**config.mk**
```make
export PLATFORM = sky130hd
export DESIGN_NAME = npc_exec_ctrl_flat
export DESIGN_NICKNAME = d
export VERILOG_FILES = /design/src/rtl/npc_exec_ctrl_if.sv /design/src/rtl/npc_exec_ctrl.sv /design/src/flat_wrapper.sv
export SDC_FILE = /design/constraint.sdc
export NUM_CORES = 1
export LEC_CHECK = 0
export BUFFER_PORTS_ARGS = -buffer_cell sky130_fd_sc_hd__clkbuf_2
export CORE_UTILIZATION = 42
export CTS_CLUSTER_SIZE = 20
export DETAILED_ROUTE_END_ITERATION = 16
export PLACE_DENSITY_LB_ADDON = 0.3
export REMOVE_ABC_BUFFERS = 1
export SLEW_MARGIN = 20
export SYNTH_ARGS = -nofsm -noshare
export SYNTH_HDL_FRONTEND = slang
export SYNTH_SLANG_ARGS = --single-unit
```
**constraint.sdc**
```tcl
create_clock -name clk -period 1.7 [get_ports clk]
set_input_delay 0.17 -clock clk [delete_from_list [all_inputs] [get_ports clk]]
set_output_delay 0.17 -clock clk [all_outputs]
set_load 0.1 [all_outputs]
```
**src/rtl/npc_exec_ctrl_if.sv**
```systemverilog
`default_nettype none
// ============================================================================
// Module      : npc_exec_ctrl_if
// Description : Instruction-memory fetch interface between the NPC sequencer
//               and the simulation memory. It has two channels. The request
//               channel carries valid, ready and addr. The response channel
//               carries valid, ready, data and err.
//               master : sequencer side (drives request, accepts response)
//               slave  : memory side    (accepts request, drives response)
// Revision    : 1.0 - initial release
// ============================================================================
interface npc_exec_ctrl_if;
    logic        imem_req_valid;
    logic        imem_req_ready;
    logic [31:0] imem_req_addr;
    logic        imem_rsp_valid;
    logic        imem_rsp_ready;
    logic [31:0] imem_rsp_data;
    logic        imem_rsp_err;

    modport master (
        output imem_req_valid,
        input  imem_req_ready,
        output imem_req_addr,
        input  imem_rsp_valid,
        output imem_rsp_ready,
        input  imem_rsp_data,
        input  imem_rsp_err
    );

    modport slave (
        input  imem_req_valid,
        output imem_req_ready,
        input  imem_req_addr,
        output imem_rsp_valid,
        input  imem_rsp_ready,
        output imem_rsp_data,
        output imem_rsp_err
    );
endinterface
`default_nettype wire

```
**src/rtl/npc_exec_ctrl.sv**
```systemverilog
`default_nettype none
// ============================================================================
// Module      : npc_exec_ctrl
// Description : Multi-cycle sequencer for the NPC decode/execute datapath.
//               It owns the PC and fetches one instruction at a time over
//               imem. It presents a stable pc/inst pair to the datapath for
//               exactly one EXEC cycle, and halts on ebreak or on a fault.
//               Faults are a fetch error, a fetch timeout or a misaligned
//               next PC.
// Ports       : clk, rst            - clock, synchronous active-high reset
//               imem (master)       - fetch request/response handshake
//               exec_pc/exec_inst   - pc/inst presented to the datapath
//               exec_dnpc           - next PC from the datapath
//               exec_wen, commit    - one-cycle pulses per retired instruction
//               halted, trap        - sticky halt, and halt-by-fault flag
//               cycle_cnt, instret  - performance counters (optional)
// Options     : define NPC_PERF_CNT_EN to add the cycle_cnt/instret counters
// Revision    : 1.0 - initial release
// ============================================================================
module npc_exec_ctrl #(
    parameter logic [31:0] RESET_PC = 32'h8000_0000,
    parameter logic [7:0]  TIMEOUT  = 8'd255,
    parameter logic [31:0] NOP_INST = 32'h0000_0013
) (
    input  wire logic        clk,
    input  wire logic        rst,
    npc_exec_ctrl_if.master  imem,
    output logic [31:0]      exec_pc,
    output logic [31:0]      exec_inst,
    input  wire logic [31:0] exec_dnpc,
    output logic             exec_wen,
    output logic             commit,
    output logic             halted,
    output logic             trap
`ifdef NPC_PERF_CNT_EN
    ,
    output logic [63:0]      cycle_cnt,
    output logic [63:0]      instret
`endif
);

    localparam logic [1:0]  c_ST_FETCH_REQ  = 2'd0;
    localparam logic [1:0]  c_ST_FETCH_WAIT = 2'd1;
    localparam logic [1:0]  c_ST_EXEC       = 2'd2;
    localparam logic [1:0]  c_ST_HALT       = 2'd3;
    localparam logic [31:0] c_EBREAK        = 32'h0010_0073;

    logic [1:0]  r_state;
    logic [31:0] r_pc;
    logic [31:0] r_inst;
    logic [7:0]  r_wdog;
    logic        r_trap;

    logic [1:0]  w_state_nxt;
    logic        w_set_trap;
    logic        w_pc_adv;
    logic        w_ld_inst;
    logic        w_timeout;

    // The watchdog fires on the TIMEOUT-th consecutive empty wait cycle.
    // A response in that same cycle is still taken, because the response
    // branch is checked before this flag.
    assign w_timeout = (TIMEOUT != 8'd0) && (r_wdog == (TIMEOUT - 8'd1));

    // ---------------- state register ----------------
    always_ff @(posedge clk) begin
        if (rst) begin
            r_state <= c_ST_FETCH_REQ;
            r_pc    <= RESET_PC;
            r_inst  <= NOP_INST;
            r_wdog  <= 8'd0;
            r_trap  <= 1'b0;
        end else begin
            r_state <= w_state_nxt;
            r_trap  <= r_trap | w_set_trap;
            if (w_pc_adv)
                r_pc <= exec_dnpc;
            if (w_ld_inst)
                r_inst <= imem.imem_rsp_data;
            if ((r_state == c_ST_FETCH_WAIT) && !imem.imem_rsp_valid)
                r_wdog <= r_wdog + 8'd1;
            else
                r_wdog <= 8'd0;
        end
    end

    // ---------------- next-state logic ----------------
    always_comb begin
        w_state_nxt = r_state;
        w_set_trap  = 1'b0;
        w_pc_adv    = 1'b0;
        w_ld_inst   = 1'b0;
        case (r_state)
            c_ST_FETCH_REQ: begin
                if (imem.imem_req_ready)
                    w_state_nxt = c_ST_FETCH_WAIT;
            end
            c_ST_FETCH_WAIT: begin
                if (imem.imem_rsp_valid) begin
                    if (imem.imem_rsp_err) begin
                        w_state_nxt = c_ST_HALT;
                        w_set_trap  = 1'b1;
                    end else begin
                        w_state_nxt = c_ST_EXEC;
                        w_ld_inst   = 1'b1;
                    end
                end else if (w_timeout) begin
                    w_state_nxt = c_ST_HALT;
                    w_set_trap  = 1'b1;
                end
            end
            c_ST_EXEC: begin
                // The pc is left on the halting instruction so the
                // environment can inspect it after the halt.
                if (r_inst == c_EBREAK) begin
                    w_state_nxt = c_ST_HALT;
                end else if (exec_dnpc[1:0] != 2'b00) begin
                    w_state_nxt = c_ST_HALT;
                    w_set_trap  = 1'b1;
                end else begin
                    w_state_nxt = c_ST_FETCH_REQ;
                    w_pc_adv    = 1'b1;
                end
            end
            c_ST_HALT: begin
                w_state_nxt = c_ST_HALT;
            end
            default: begin
                w_state_nxt = c_ST_FETCH_REQ;
            end
        endcase
    end

    // ---------------- output logic ----------------
    // Outputs are masked while rst is high so that nothing leaks from the
    // pre-reset state during the reset cycle.
    always_comb begin
        imem.imem_req_valid = 1'b0;
        imem.imem_rsp_ready = 1'b0;
        imem.imem_req_addr  = r_pc;
        exec_pc             = r_pc;
        exec_inst           = NOP_INST;
        exec_wen            = 1'b0;
        commit              = 1'b0;
        halted              = 1'b0;
        trap                = r_trap & ~rst;
        if (!rst) begin
            case (r_state)
                c_ST_FETCH_REQ:  imem.imem_req_valid = 1'b1;
                c_ST_FETCH_WAIT: imem.imem_rsp_ready = 1'b1;
                c_ST_EXEC: begin
                    exec_inst = r_inst;
                    exec_wen  = 1'b1;
                    commit    = 1'b1;
                end
                c_ST_HALT:       halted = 1'b1;
                default:         halted = 1'b0;
            endcase
        end
    end

`ifdef NPC_PERF_CNT_EN
    logic [63:0] r_cycle_cnt;
    logic [63:0] r_instret;

    always_ff @(posedge clk) begin
        if (rst) begin
            r_cycle_cnt <= 64'd0;
            r_instret   <= 64'd0;
        end else begin
            if (r_state != c_ST_HALT)
                r_cycle_cnt <= r_cycle_cnt + 64'd1;
            if (r_state == c_ST_EXEC)
                r_instret <= r_instret + 64'd1;
        end
    end

    assign cycle_cnt = r_cycle_cnt;
    assign instret   = r_instret;
`endif

endmodule
`default_nettype wire

```
**src/flat_wrapper.sv**
```systemverilog
// flat-port wrapper written by rule: the top's interface ports become plain ports
module npc_exec_ctrl_flat 
#(
    parameter logic [31:0] RESET_PC = 32'h8000_0000,
    parameter logic [7:0]  TIMEOUT  = 8'd255,
    parameter logic [31:0] NOP_INST = 32'h0000_0013
)
  (clk, rst, exec_pc, exec_inst, exec_dnpc, exec_wen, commit, halted, trap, imem_imem_req_valid, imem_imem_req_ready, imem_imem_req_addr, imem_imem_rsp_valid, imem_imem_rsp_ready, imem_imem_rsp_data, imem_imem_rsp_err);
  npc_exec_ctrl_if imem_i ();
  input  wire logic clk;
  input  wire logic rst;
  output logic [31:0] exec_pc;
  output logic [31:0] exec_inst;
  input  wire logic [31:0] exec_dnpc;
  output logic exec_wen;
  output logic commit;
  output logic halted;
  output logic trap;
  output wire logic [$bits(imem_i.imem_req_valid)-1:0] imem_imem_req_valid;
  input wire logic [$bits(imem_i.imem_req_ready)-1:0] imem_imem_req_ready;
  output wire logic [$bits(imem_i.imem_req_addr)-1:0] imem_imem_req_addr;
  input wire logic [$bits(imem_i.imem_rsp_valid)-1:0] imem_imem_rsp_valid;
  output wire logic [$bits(imem_i.imem_rsp_ready)-1:0] imem_imem_rsp_ready;
  input wire logic [$bits(imem_i.imem_rsp_data)-1:0] imem_imem_rsp_data;
  input wire logic [$bits(imem_i.imem_rsp_err)-1:0] imem_imem_rsp_err;
  assign imem_imem_req_valid = imem_i.imem_req_valid;
  assign imem_i.imem_req_ready = imem_imem_req_ready;
  assign imem_imem_req_addr = imem_i.imem_req_addr;
  assign imem_i.imem_rsp_valid = imem_imem_rsp_valid;
  assign imem_imem_rsp_ready = imem_i.imem_rsp_ready;
  assign imem_i.imem_rsp_data = imem_imem_rsp_data;
  assign imem_i.imem_rsp_err = imem_imem_rsp_err;
  npc_exec_ctrl #(.RESET_PC(RESET_PC), .TIMEOUT(TIMEOUT), .NOP_INST(NOP_INST)) u_core (.clk(clk), .rst(rst), .imem(imem_i), .exec_pc(exec_pc), .exec_inst(exec_inst), .exec_dnpc(exec_dnpc), .exec_wen(exec_wen), .commit(commit), .halted(halted), .trap(trap));
endmodule
```
==> reports/results.env, run 1 <==
STATUS='complete, but fails checks'
FAILED_CHECKS='setup timing'
VIA_COUNT_OF_THE_FIRST_GLOBAL_ROUTING_PASS=3187
YOSYS_REGISTER_BITS=75
LAYOUT_CELL_SHARE_WITH_DRIVE_STRENGTH_BEYOND_1_PCT=51.96
GRT_FIRST_PASS_WIRELENGTH_MM=14.77
YS_ASYNC_SR_FRACTION_PCT=0
CRIT_PATH_REQUIRED_TIME_PS=1530
AVGSYNTHCELLAREA_UM2=8.883
MAX_SLEW.WORST_PIN.SLEW_PS=570.6
DRTPASS1ITERATIONS=5
DP_HPWL_MM=6.478
DIE-WIDTH_UM=92.94
COMB_POWER_SHARE_PCT=31.9
FINAL_CELL_COUNT_NO_FILL=662
SEQ_AREA_FRAC_SYNTH_PCT=43.23
BOUNDARYPINS=171
CRITICAL-PATH-SLOWEST-CELL='sky130_fd_sc_hd__dfxtp_2'
VIAS=3269
PROPORTION_OF_NETLIST_AREA_HELD_BY_THE_LARGEST_AREA_CONTRIBUTOR_PCT=43.23
POST-ROUTE-DRC-COUNT=0
DETAIL_ROUTE.WIRELENGTH_MM=10.15
INTERNAL_POWER_OF_THE_CELLS_mW=3.308
CRITICAL_PATH.ENDPOINT_TYPE='output pin'
YOSYS-TOP-CELLS-AREA='sky130_fd_sc_hd__dfxtp_1, sky130_fd_sc_hd__mux2i_1, sky130_fd_sc_hd__buf_4'
CTS.CLK_SLEW.WORST_PATHS_PS=80
TRITONCTS='built'
CRITPATHLAUNCH='u_core.r_state[0]'
AVGROUTEDWIREPERCELL_UM=15.33
MIN_PATH_TYPE='input port to flop'
EFFECTIVE_UTILIZATION_AT_FLOORPLAN_PCT=44.26
SWITCHING_SHARE_PCT=34.73
FINALSETUPVIOLCOUNT=66
WORST_SETUP_SLACK_AFTER_LAYOUT_PS=-162.9
RELATIVE_SLEW_MARGINS_PCT=62.12
AREA_OF_THE_MAPPED_NETLIST_UM2=3473
MAXIMUM_NUMBER_OF_PINS_ON_ONE_NET_BEFORE_GLOBAL_ROUTE_REPAIR=45
REPORT.FINAL.HOLD_VIOL_COUNT=0
SYNTH_FF_TYPE='sky130_fd_sc_hd__dfxtp_1'
CRIT-REG2REG-LAUNCH='u_core.r_inst[21]'
TOTAL_POWER_mW=5.068
POWER.NET_SWITCHING_mW=1.760
LAYOUT_SKEW_PS=7.273
SYNTH_CELL_TYPE_COUNT=38
CRITICALPATHCATEGORY='flop to output pin'
VIAS_PER_INSTANCE=4.938
CORE-AREA_UM2=7848
POST_SYNTH_FA_HA_MAJ_AREA_FRACTION_PCT=2.522
CRIT_PATH_START_KIND='flop'
FINALWORSTPATHREQUIREDPERIOD_PS=1863
CTS-BUFFERS-INSERTED=9
DIE_H_UM=92.94
XOR_XNOR_FRACTION_OF_SYNTH_AREA_PCT=1.513
GLOBAL_ROUTE_USAGE_OVER_ALL_LAYERS_PCT=21.90
FINAL.PERIOD_UTILIZATION_PCT=109.6
LAYOUT.FILLER_CELLS=603
ANTENNA_CELLS_INSERTED=0
PORTBUFFERS=170
POWER.LEAKAGE_nW=2.672
FINALWEIGHTEDCONGESTION=0.7390
GLOBALROUTEOVERFLOWTOTAL=0
SYNTH.CELLS.MOST_FREQUENT='sky130_fd_sc_hd__dfxtp_1, sky130_fd_sc_hd__nand2_1, sky130_fd_sc_hd__nor2_1'
REGTOREGSETUPSLACK_PS=-110
TIMING.CRITICAL_PATH.FANOUT_MAX=7
SEQPWRFRAC_PCT=38.3
FP.DIEAREA_UM2=8638
SLOWEST_DELAY_PS=340
CTS_ROOT_BUF='sky130_fd_sc_hd__clkbuf_8'
DR.FIRST_ITER.DRC_COUNT=108
H-TREE-DEPTH=3
PLACEDCELLCOUNT=626
YOSYSMOSTFREQUENTCELL='sky130_fd_sc_hd__dfxtp_1'
CTS_SINKS=75
SYN2LAYOUT_AREA_GROWTH_PCT=60.41
CLOCK_POWER_SHARE_PCT=29.7
TIMING.MAX_CAP.VIOLATIONS=0
SYNTH.AREA.MUX_SHARE_PCT=8.357
SYNTH_ENABLE_FLOP_CELLS=0
MAXCLOCKFREQUENCY_MHz=536.8
CLK_LATENCY_PS=340
WORST-ENDPOINT-ARRIVAL_PS=1690
GRT_ANTENNA_BEFORE_REPAIR=0
YOSYS.AREA_SHARE.SIMPLE_PCT=26.08
SYNTH_TOP_FAMILY_BY_AREA='simple AND/OR/NAND/NOR gates'
POWER.IR.VDD_WORST_mV=0.6331
DRTANTENNAVIOLNETS=0
ROW_COUNT=32
SLEW_VIOL_FINAL=0
TOTAL_POWER_PER_UNIT_CELL_AREA_nW_PER_UM2=909.6
SYNTH_COMPOUND_GATE_AREA_SHARE_PCT=6.988
GRT_SETUP_UNREPAIRED='yes'
SYNTHESIS.INSTANCES=391
CRITICAL_PATH.CELL_CHAIN='inv_2 > ha_4 > nor2b_4 > buf_6 > clkbuf_16 > and2_4 > buf_12'
HP-START='imem_imem_rsp_data[1]'
FINAL_NETS=632
SYNTHESIS.YOSYS.WARNINGS=0
YOSYSTOPAREACELL='sky130_fd_sc_hd__dfxtp_1'
CTS-HOLD-FIX-BUFFERS=0
CLOCK_TREE.BUFFER_DEPTH=2
power by group through the flow:
stage	clock (mW)	combinational, mW	sequential, mW
floorplan	0	0.537	2.27
global placement	0	1.25	1.96
detailed placement	0	1.27	1.97
CTS	1.53	1.45	1.94
global route	1.60	1.70	1.95
finish	1.51	1.62	1.94
worst paths after layout:
kind / endpoint / cells past startpoint
setup / recovery: exec_inst[2] / 7
hold / removal: u_core.r_inst[1] / 3
setup reg to reg: u_core.exec_pc[8] / 7
hold reg to reg: u_core.r_inst[31] / 2
what timing repair did:
action                     in CTS  in global routing
resized for setup              60                 26
gates cloned                    4                  4
pin swaps                       3                 21
setup buffers                  11                  6
setup endpoints to repair      97                 91
state kept, by name (all words and copies together), names as in the netlist:
signal	flops
u_core.exec_pc	32
u_core.r_inst	32
u_core.r_state	2
u_core.r_trap	1
u_core.r_wdog	8
worst max-delay path: cells and delay by family, from the launching register on:
family	cells	cell delay, ps
adders and majority gates	1	140
DFF	1	340
buffers and inverters	4	540
and+or+nand+nor	2	330
routing by layer:
layer	up-vias	GRT usage, %	share of wire, %
li1	1577	-	-
met1	1536	25.00	39
met2	135	39.03	52
met3	21	4.680	5.6
met4	0	9.487	2.5
met5	-	0	0
cell families (layout without fill, tap and decap cells):
logic type	count (synthesis)	in the layout
AOI/OAI and AO/OA	41	41
DFF	75	75
and+or+nand+nor	173	175
adders and majority gates	7	7
xor gates and xnor gates	6	6
buffers and inverters	60	227
muxes	29	29
metrics by stage:
stage                     utilization [%]  instance area (µm²)  hold slack (ps)  TNS (ps)  setup WS, ps
after floorplan                         -                 3099            239.1   -143310         -4234
after global placement              61.50                 4826            385.0     -1688        -80.27
after detailed placement            61.50                 4826            391.6     -2450        -93.74
after CTS                           68.97                 5413            32.92     -3859        -101.0
after global routing                71.00                 5572            39.61    -11520        -224.4
final                               71.00                 5572            39.93     -6813        -162.9
cells in the final DEF, fill, tap and decap left out, drive strengths merged, types with 2 or more instances in the layout:
cell type	netlist	routed
clkinvlp	0	2
ha	7	7
nand4	4	4
nor4	4	4
bufinv	0	2
nor4b	2	2
buf	36	73
a21oi	32	32
inv	5	4
xor2	5	5
or2	1	3
and3b	2	2
nor2b	3	3
a211oi	2	2
mux2i	29	29
clkbuf	19	144
nand3b	3	3
dfxtp	75	75
nand2	66	66
clkinv	0	2
and4bb	2	2
nand3	4	4
nand2b	4	4
and2	30	30
nor2	44	44
o31ai	2	2
final cells by class:
type	instances	area [µm²]	area share, %
Timing Repair Buffer	207	1883	33.80
Sequential cell	75	1516	27.22
Multi-Input combinational cell	258	1807	32.43
Clock inverter	5	77.57	1.392
Clock buffer	10	137.6	2.470
Tap cell	102	127.6	2.291
Inverter	5	22.52	0.4042
(Power assumes the default switching activity.)
==> run 2: changes to the inputs <==
Settings changed: CORE_UTILIZATION 42 to 43, CTS_BUF_LIST set to sky130_fd_sc_hd__clkbuf_8.
==> run 2 against run 1 <==
Net effect: the run still ends with setup timing left; global-route usage increased by 1.6 points; largest power group unchanged; clock skew about the same; largest cell class unchanged; critical path depth unchanged; power decreased by 3.8%; critical path type unchanged; hold slack got worse by 5.1 ps; via count decreased by 1.4%.
==> reports/results.env, run 2 (synthesis results as in run 1) <==
MET1_USAGE_IN_GLOBAL_ROUTING_PCT=26.30
MOST-COMMON-LAYOUT-CELLS='sky130_fd_sc_hd__clkbuf_2, sky130_fd_sc_hd__dfxtp_1, sky130_fd_sc_hd__nand2_1, sky130_fd_sc_hd__buf_12, sky130_fd_sc_hd__nor2_1'
FINALWEIGHTEDCONGESTION=0.7675
CRITICAL_PATH.ENDPOINT_TYPE='output pin'
CTS.CLK_SLEW.WORST_PATHS_PS=80
SYN2LAYOUT_AREA_GROWTH_PCT=59.44
CTS-BUFFERS-INSERTED=9
LAYOUT_SKEW_PS=7.004
DRTPASS1ITERATIONS=4
GRT_UTIL_MET2_PCT=43.10
INTERNAL_POWER_OF_THE_CELLS_mW=3.120
LAYOUT_CELL_SHARE_WITH_DRIVE_STRENGTH_BEYOND_1_PCT=50.72
PLACEMENT.SETUP.WORST_SLACK_PS=-67.41
CRITPATHLAUNCH='u_core.r_state[0]'
MIN_PATH_TYPE='input port to flop'
CRIT-REG2REG-LAUNCH='u_core.r_inst[21]'
GRTUSAGEMET3_PCT=4.726
VIAS_PER_INSTANCE=4.882
POWER.IR.VDD_WORST_mV=0.6260
FINAL_NETS=629
AVGROUTEDWIREPERCELL_UM=14.92
CRIT_PATH_START_KIND='flop'
POWER.LEAKAGE_nW=2.679
WORST-ENDPOINT-ARRIVAL_PS=1680
CTS_ROOT_BUF='sky130_fd_sc_hd__clkbuf_8'
POST-ROUTE-DRC-COUNT=0
GRT_FIRST_PASS_WIRELENGTH_MM=15.46
BOUNDARYPINS=171
LAYOUT.CELL_AREA.NON_FILLER_UM2=5538
HIGHEST_UTILIZATION_ROUTING_LAYER_AT_THE_GLOBAL_ROUTE_STAGE='met2'
PORTBUFFERS=170
CRITICALPATHCATEGORY='flop to output pin'
ROW_COUNT=32
TRITONCTS='built'
COMB_POWER_SHARE_PCT=31.8
FAILED_CHECKS='setup timing'
VIAS=3222
CORE-AREA_UM2=7767
WORST_SETUP_SLACK_AFTER_LAYOUT_PS=-149.3
H-TREE-DEPTH=3
HP-START='imem_imem_rsp_data[4]'
RELATIVE_SLEW_MARGINS_PCT=62.67
DETAIL_ROUTE.WIRELENGTH_MM=9.846
ANTENNA_CELLS_INSERTED=0
DR.FIRST_ITER.DRC_COUNT=98
STATUS='complete, but fails checks'
TOTAL_POWER_PER_UNIT_CELL_AREA_nW_PER_UM2=880.3
LAYOUT.FILLER_CELLS=576
FINALWORSTPATHREQUIREDPERIOD_PS=1849
DP_HPWL_MM=6.406
TIMING.MAX_CAP.VIOLATIONS=0
DRTANTENNAVIOLNETS=0
CTS_SINKS=75
MAX_SLEW.WORST_PIN.SLEW_PS=562.3
GRT_ANTENNA_BEFORE_REPAIR=0
GRT_SETUP_UNREPAIRED='yes'
MAXIMUM_NUMBER_OF_PINS_ON_ONE_NET_BEFORE_GLOBAL_ROUTE_REPAIR=33
SEQPWRFRAC_PCT=40.0
FINAL.PERIOD_UTILIZATION_PCT=108.8
CLOCK_POWER_SHARE_PCT=28.2
EFFECTIVE_UTILIZATION_AT_FLOORPLAN_PCT=44.72
FP.DIEAREA_UM2=8441
COMMONEST_NON_FILL_NON_TAP_CELL_IN_THE_LAYOUT='sky130_fd_sc_hd__clkbuf_2'
REPORT.FINAL.HOLD_VIOL_COUNT=0
DIE_H_UM=91.88
FINALSETUPVIOLCOUNT=65
SWITCHING_SHARE_PCT=35.99
CLK_LATENCY_PS=340
SLEW_VIOL_FINAL=0
CRIT_PATH_REQUIRED_TIME_PS=1530
TIMING.CRITICAL_PATH.FANOUT_MAX=4
CLOCK_TREE.BUFFER_DEPTH=2
MAXCLOCKFREQUENCY_MHz=540.7
CTS-HOLD-FIX-BUFFERS=0
DIE-WIDTH_UM=91.88
GLOBAL_ROUTE_USAGE_OVER_ALL_LAYERS_PCT=23.48
VIA_COUNT_OF_THE_FIRST_GLOBAL_ROUTING_PASS=3207
PLACEDINSTANCEAREA_UM2=4803
GLOBALROUTEOVERFLOWTOTAL=0
POWER.NET_SWITCHING_mW=1.754
==> run 2: cell count changes in the layout (fill, tap and decap cells not counted), sizes merged <==
cell	before	now
buf	73	72
bufinv	2	1
clkbuf	144	142
clkinv	2	1
clkinvlp	2	4
inv	4	6
or2	3	2
==> run 2: final timing paths <==
path                            cells past startpoint                end  slack, ps
worst max-delay path                                7      exec_inst[16]       -150
worst min register to register                      2   u_core.r_inst[6]        490
worst max register to register                      7  u_core.exec_pc[5]       -130
worst min-delay path                                3   u_core.r_inst[4]         30
==> run 2: per-layer routing <==
metal	vias to the layer above	wire (µm)	share of wire (%)
met2	124	5161	52
met1	1507	3872	39
li1	1576	-	-
met5	-	0	0
met3	15	623	6.3
met4	0	188	1.9
==> run 2: power groups by stage <==
stage | Clock [mW] | Combinational, mW | Sequential [mW]
2_1_floorplan | 0 | 0.537 | 2.27
3_3_place_gp | 0 | 1.25 | 1.96
3_5_place_dp | 0 | 1.27 | 1.97
4_1_cts | 1.40 | 1.49 | 1.94
5_1_grt | 1.49 | 1.64 | 1.96
6_report | 1.37 | 1.55 | 1.95
==> run 2: area by class of cell <==
type	instances	area, µm²	share of cell area, %
repair buffers	205	1911	34.50
multi-input cells	257	1768	31.93
flip-flops and latches	75	1511	27.29
well taps	102	127.6	2.305
clock buffers	9	123.9	2.237
clock inverters	7	77.57	1.401
inverters	5	18.77	0.3389
==> run 2: per-stage QoR <==
| stage | instances | TNS (ps) | hold slack, ps | utilization, % | power [mW] |
|---|---|---|---|---|---|
| floorplan | 336 | -143310 | 239.1 | - | 2.805 |
| global placement | 623 | -276.9 | 383.2 | 61.84 | 3.209 |
| detailed placement | 623 | -1596 | 390.6 | 61.84 | 3.242 |
| CTS | 656 | -6476 | 30.32 | 70.41 | 4.831 |
| global route | 660 | -12040 | 36.95 | 71.30 | 5.082 |
| finish | 660 | -6531 | 34.88 | 71.30 | 4.875 |
==> run 2: repair_timing <==
| action | in CTS | in global routing |
|---|---|---|
| pin swaps | 13 | 18 |
| endpoints found under the hold margin | 0 | 0 |
| buffers inserted | 10 | 4 |
| cloned | 7 | 2 |
| gates resized for setup | 56 | 16 |
| endpoints found under the setup margin | 93 | 87 |
==> run 2: worst max-delay path, cell delays in order (launching register included) <==
cell and delay [ps]:
sky130_fd_sc_hd__dfxtp_2 340, sky130_fd_sc_hd__inv_2 70, sky130_fd_sc_hd__ha_4 130, sky130_fd_sc_hd__nor2b_4 170, sky130_fd_sc_hd__buf_6 160, sky130_fd_sc_hd__clkbuf_16 150, sky130_fd_sc_hd__and2_4 150, sky130_fd_sc_hd__buf_12 170
==> run 3: changes to the inputs <==
Settings changed: CORE_MARGIN set to 4, SLEW_MARGIN 20 to not set.
==> run 3 against run 2 <==
Net effect: the flow still finishes with violations (setup timing); clock power rose by 8%; critical path type is now flop to flop; critical path depth stayed put; via count increased by 0.16%; combinational power barely moved.
==> reports/results.env, run 3 (synthesis results as in run 1) <==
TIMING.CRITICAL_PATH.FANOUT_MAX=8
TRITONCTS='built'
GRT_FIRST_PASS_WIRELENGTH_MM=16.20
DRTANTENNAVIOLNETS=0
PLACEMENT.SETUP.WORST_SLACK_PS=-96.24
TOTAL_POWER_PER_UNIT_CELL_AREA_nW_PER_UM2=904.5
MAXIMUM_NUMBER_OF_PINS_ON_ONE_NET_BEFORE_GLOBAL_ROUTE_REPAIR=64
EFFECTIVE_UTILIZATION_AT_FLOORPLAN_PCT=44.49
CRITICALPATHCATEGORY='flop to flop'
FINALWORSTPATHREQUIREDPERIOD_PS=1799
DR.FIRST_ITER.DRC_COUNT=88
STATUS='complete, but fails checks'
WORST_SETUP_SLACK_AFTER_LAYOUT_PS=-99.00
LAYOUT_CELL_SHARE_WITH_DRIVE_STRENGTH_BEYOND_1_PCT=50.72
GLOBALROUTEOVERFLOWTOTAL=0
CLK_LATENCY_PS=330
CLOCK_TREE.BUFFER_DEPTH=2
PORTBUFFERS=170
CTS_SINKS=75
COMMONEST_NON_FILL_NON_TAP_CELL_IN_THE_LAYOUT='sky130_fd_sc_hd__clkbuf_2'
MAXCLOCKFREQUENCY_MHz=555.9
CRIT_PATH_REQUIRED_TIME_PS=1910
CRITICAL_PATH.ENDPOINT_TYPE='flop'
H-TREE-DEPTH=3
FINALWEIGHTEDCONGESTION=0.8086
LAYOUT.CELL_AREA.NON_FILLER_UM2=5469
ROW_COUNT=32
PLACEDINSTANCEAREA_UM2=4808
GRT_ANTENNA_BEFORE_REPAIR=0
HOLDWS_PS=46.20
SYN2LAYOUT_AREA_GROWTH_PCT=57.46
BOUNDARYPINS=171
VIAS=3227
FINALSETUPVIOLCOUNT=63
LAYOUT.AREA.SEQ_UM2=1511
REPORT.FINAL.HOLD_VIOL_COUNT=0
POWER.IR.VDD_WORST_mV=0.4534
FINAL_CELL_COUNT_NO_FILL=658
FINAL_NETS=627
PLACEDCELLCOUNT=622
FP.DIEAREA_UM2=9580
LAYOUT_SKEW_PS=10.57
SETUP_TOTAL_NEGATIVE_SLACK_PS=-4538
WORST-ENDPOINT-ARRIVAL_PS=2010
CTS.CLK_SLEW.WORST_PATHS_PS=80
FAILED_CHECKS='setup timing'
POWER.LEAKAGE_nW=2.667
MIN_PATH_TYPE='input port to flop'
CTS-BUFFERS-INSERTED=9
POST-ROUTE-DRC-COUNT=0
LAYOUT.FILLER_CELLS=592
VIAS_PER_INSTANCE=4.904
ANTENNA_CELLS_INSERTED=0
MOST-COMMON-LAYOUT-CELLS='sky130_fd_sc_hd__clkbuf_2, sky130_fd_sc_hd__dfxtp_1, sky130_fd_sc_hd__nand2_1, sky130_fd_sc_hd__buf_12, sky130_fd_sc_hd__nor2_1'
AVGROUTEDWIREPERCELL_UM=15.56
DIE_H_UM=97.88
GRT_SETUP_UNREPAIRED='yes'
FINAL.PERIOD_UTILIZATION_PCT=105.8
GLOBAL_ROUTE_USAGE_OVER_ALL_LAYERS_PCT=20.92
TIMING.MAX_CAP.VIOLATIONS=0
DETAIL_ROUTE.WIRELENGTH_MM=10.24
MAX_SLEW.WORST_PIN.SLEW_PS=555.2
RELATIVE_SLEW_MARGINS_PCT=63.14
SLEW_VIOL_FINAL=0
MULTIINPUTGATEAREA_UM2=1757
DIE-WIDTH_UM=97.88
CTS_ROOT_BUF='sky130_fd_sc_hd__clkbuf_8'
DP_HPWL_MM=6.669
CRIT_PATH_START_KIND='flop'
DRTPASS1ITERATIONS=4
CORE-AREA_UM2=7807
VIA_COUNT_OF_THE_FIRST_GLOBAL_ROUTING_PASS=3371
[run 3: through the flow]
step	util [%]	power [mW]
final	70.05	4.947
after global routing	70.05	5.163
after CTS	68.80	4.889
after detailed placement	61.59	3.233
after global placement	61.59	3.204
after floorplan	-	2.805
[run 3: path summary, 6_finish.rpt]
kind / from / to / slack [ps] / depth (start not counted)
max reg2reg: u_core.r_inst[21] / u_core.exec_pc[28] / -100 / 7
min: imem_imem_rsp_data[5] / u_core.r_inst[5] / 50 / 3
min reg2reg: u_core.r_inst[5] / u_core.r_inst[5] / 470 / 2
max: u_core.r_inst[21] / u_core.exec_pc[28] / -100 / 7
[run 3: where the power goes]
| part | switching, mW | internal, mW | total [mW] |
|---|---|---|---|
| Sequential | 0.0913 | 1.85 | 1.95 |
| Clock | 0.652 | 0.824 | 1.48 |
| Combinational | 0.967 | 0.558 | 1.52 |
| Total | 1.71 | 3.24 | 4.95 |
[run 3: worst max-delay path: stages, from the launching register on]
cell	delay [ps]
sky130_fd_sc_hd__dfxtp_1	350
sky130_fd_sc_hd__nor4b_4	330
sky130_fd_sc_hd__nand4_2	190
sky130_fd_sc_hd__o211ai_4	290
sky130_fd_sc_hd__buf_6	140
sky130_fd_sc_hd__buf_12	130
sky130_fd_sc_hd__mux2i_1	190
sky130_fd_sc_hd__nor2_1	60
[run 3: cell type report]
cell class | count | share of cell area (%)
repair buffers | 203 | 33.63
multi-input cells | 257 | 32.12
well taps | 102 | 2.334
inverters | 5 | 0.3432
flip-flops and latches | 75 | 27.64
clock inverters | 7 | 1.670
clock buffers | 9 | 2.265
[run 3: metal layers]
layer,routed length [µm],GRT usage [%]
met5,0,0
met4,217,7.668
met2,5334,37.96
met3,642,4.786
met1,4042,23.81
[run 3: repair_timing]
action                                  4_1_cts  5_1_grt
buffers inserted                             13        4
endpoints found under the hold margin         0        0
gates resized for setup                      54       23
pin swaps                                    14        9
hold buffers                                  0        0
endpoints found under the setup margin       96       71
gates cloned                                  4        2
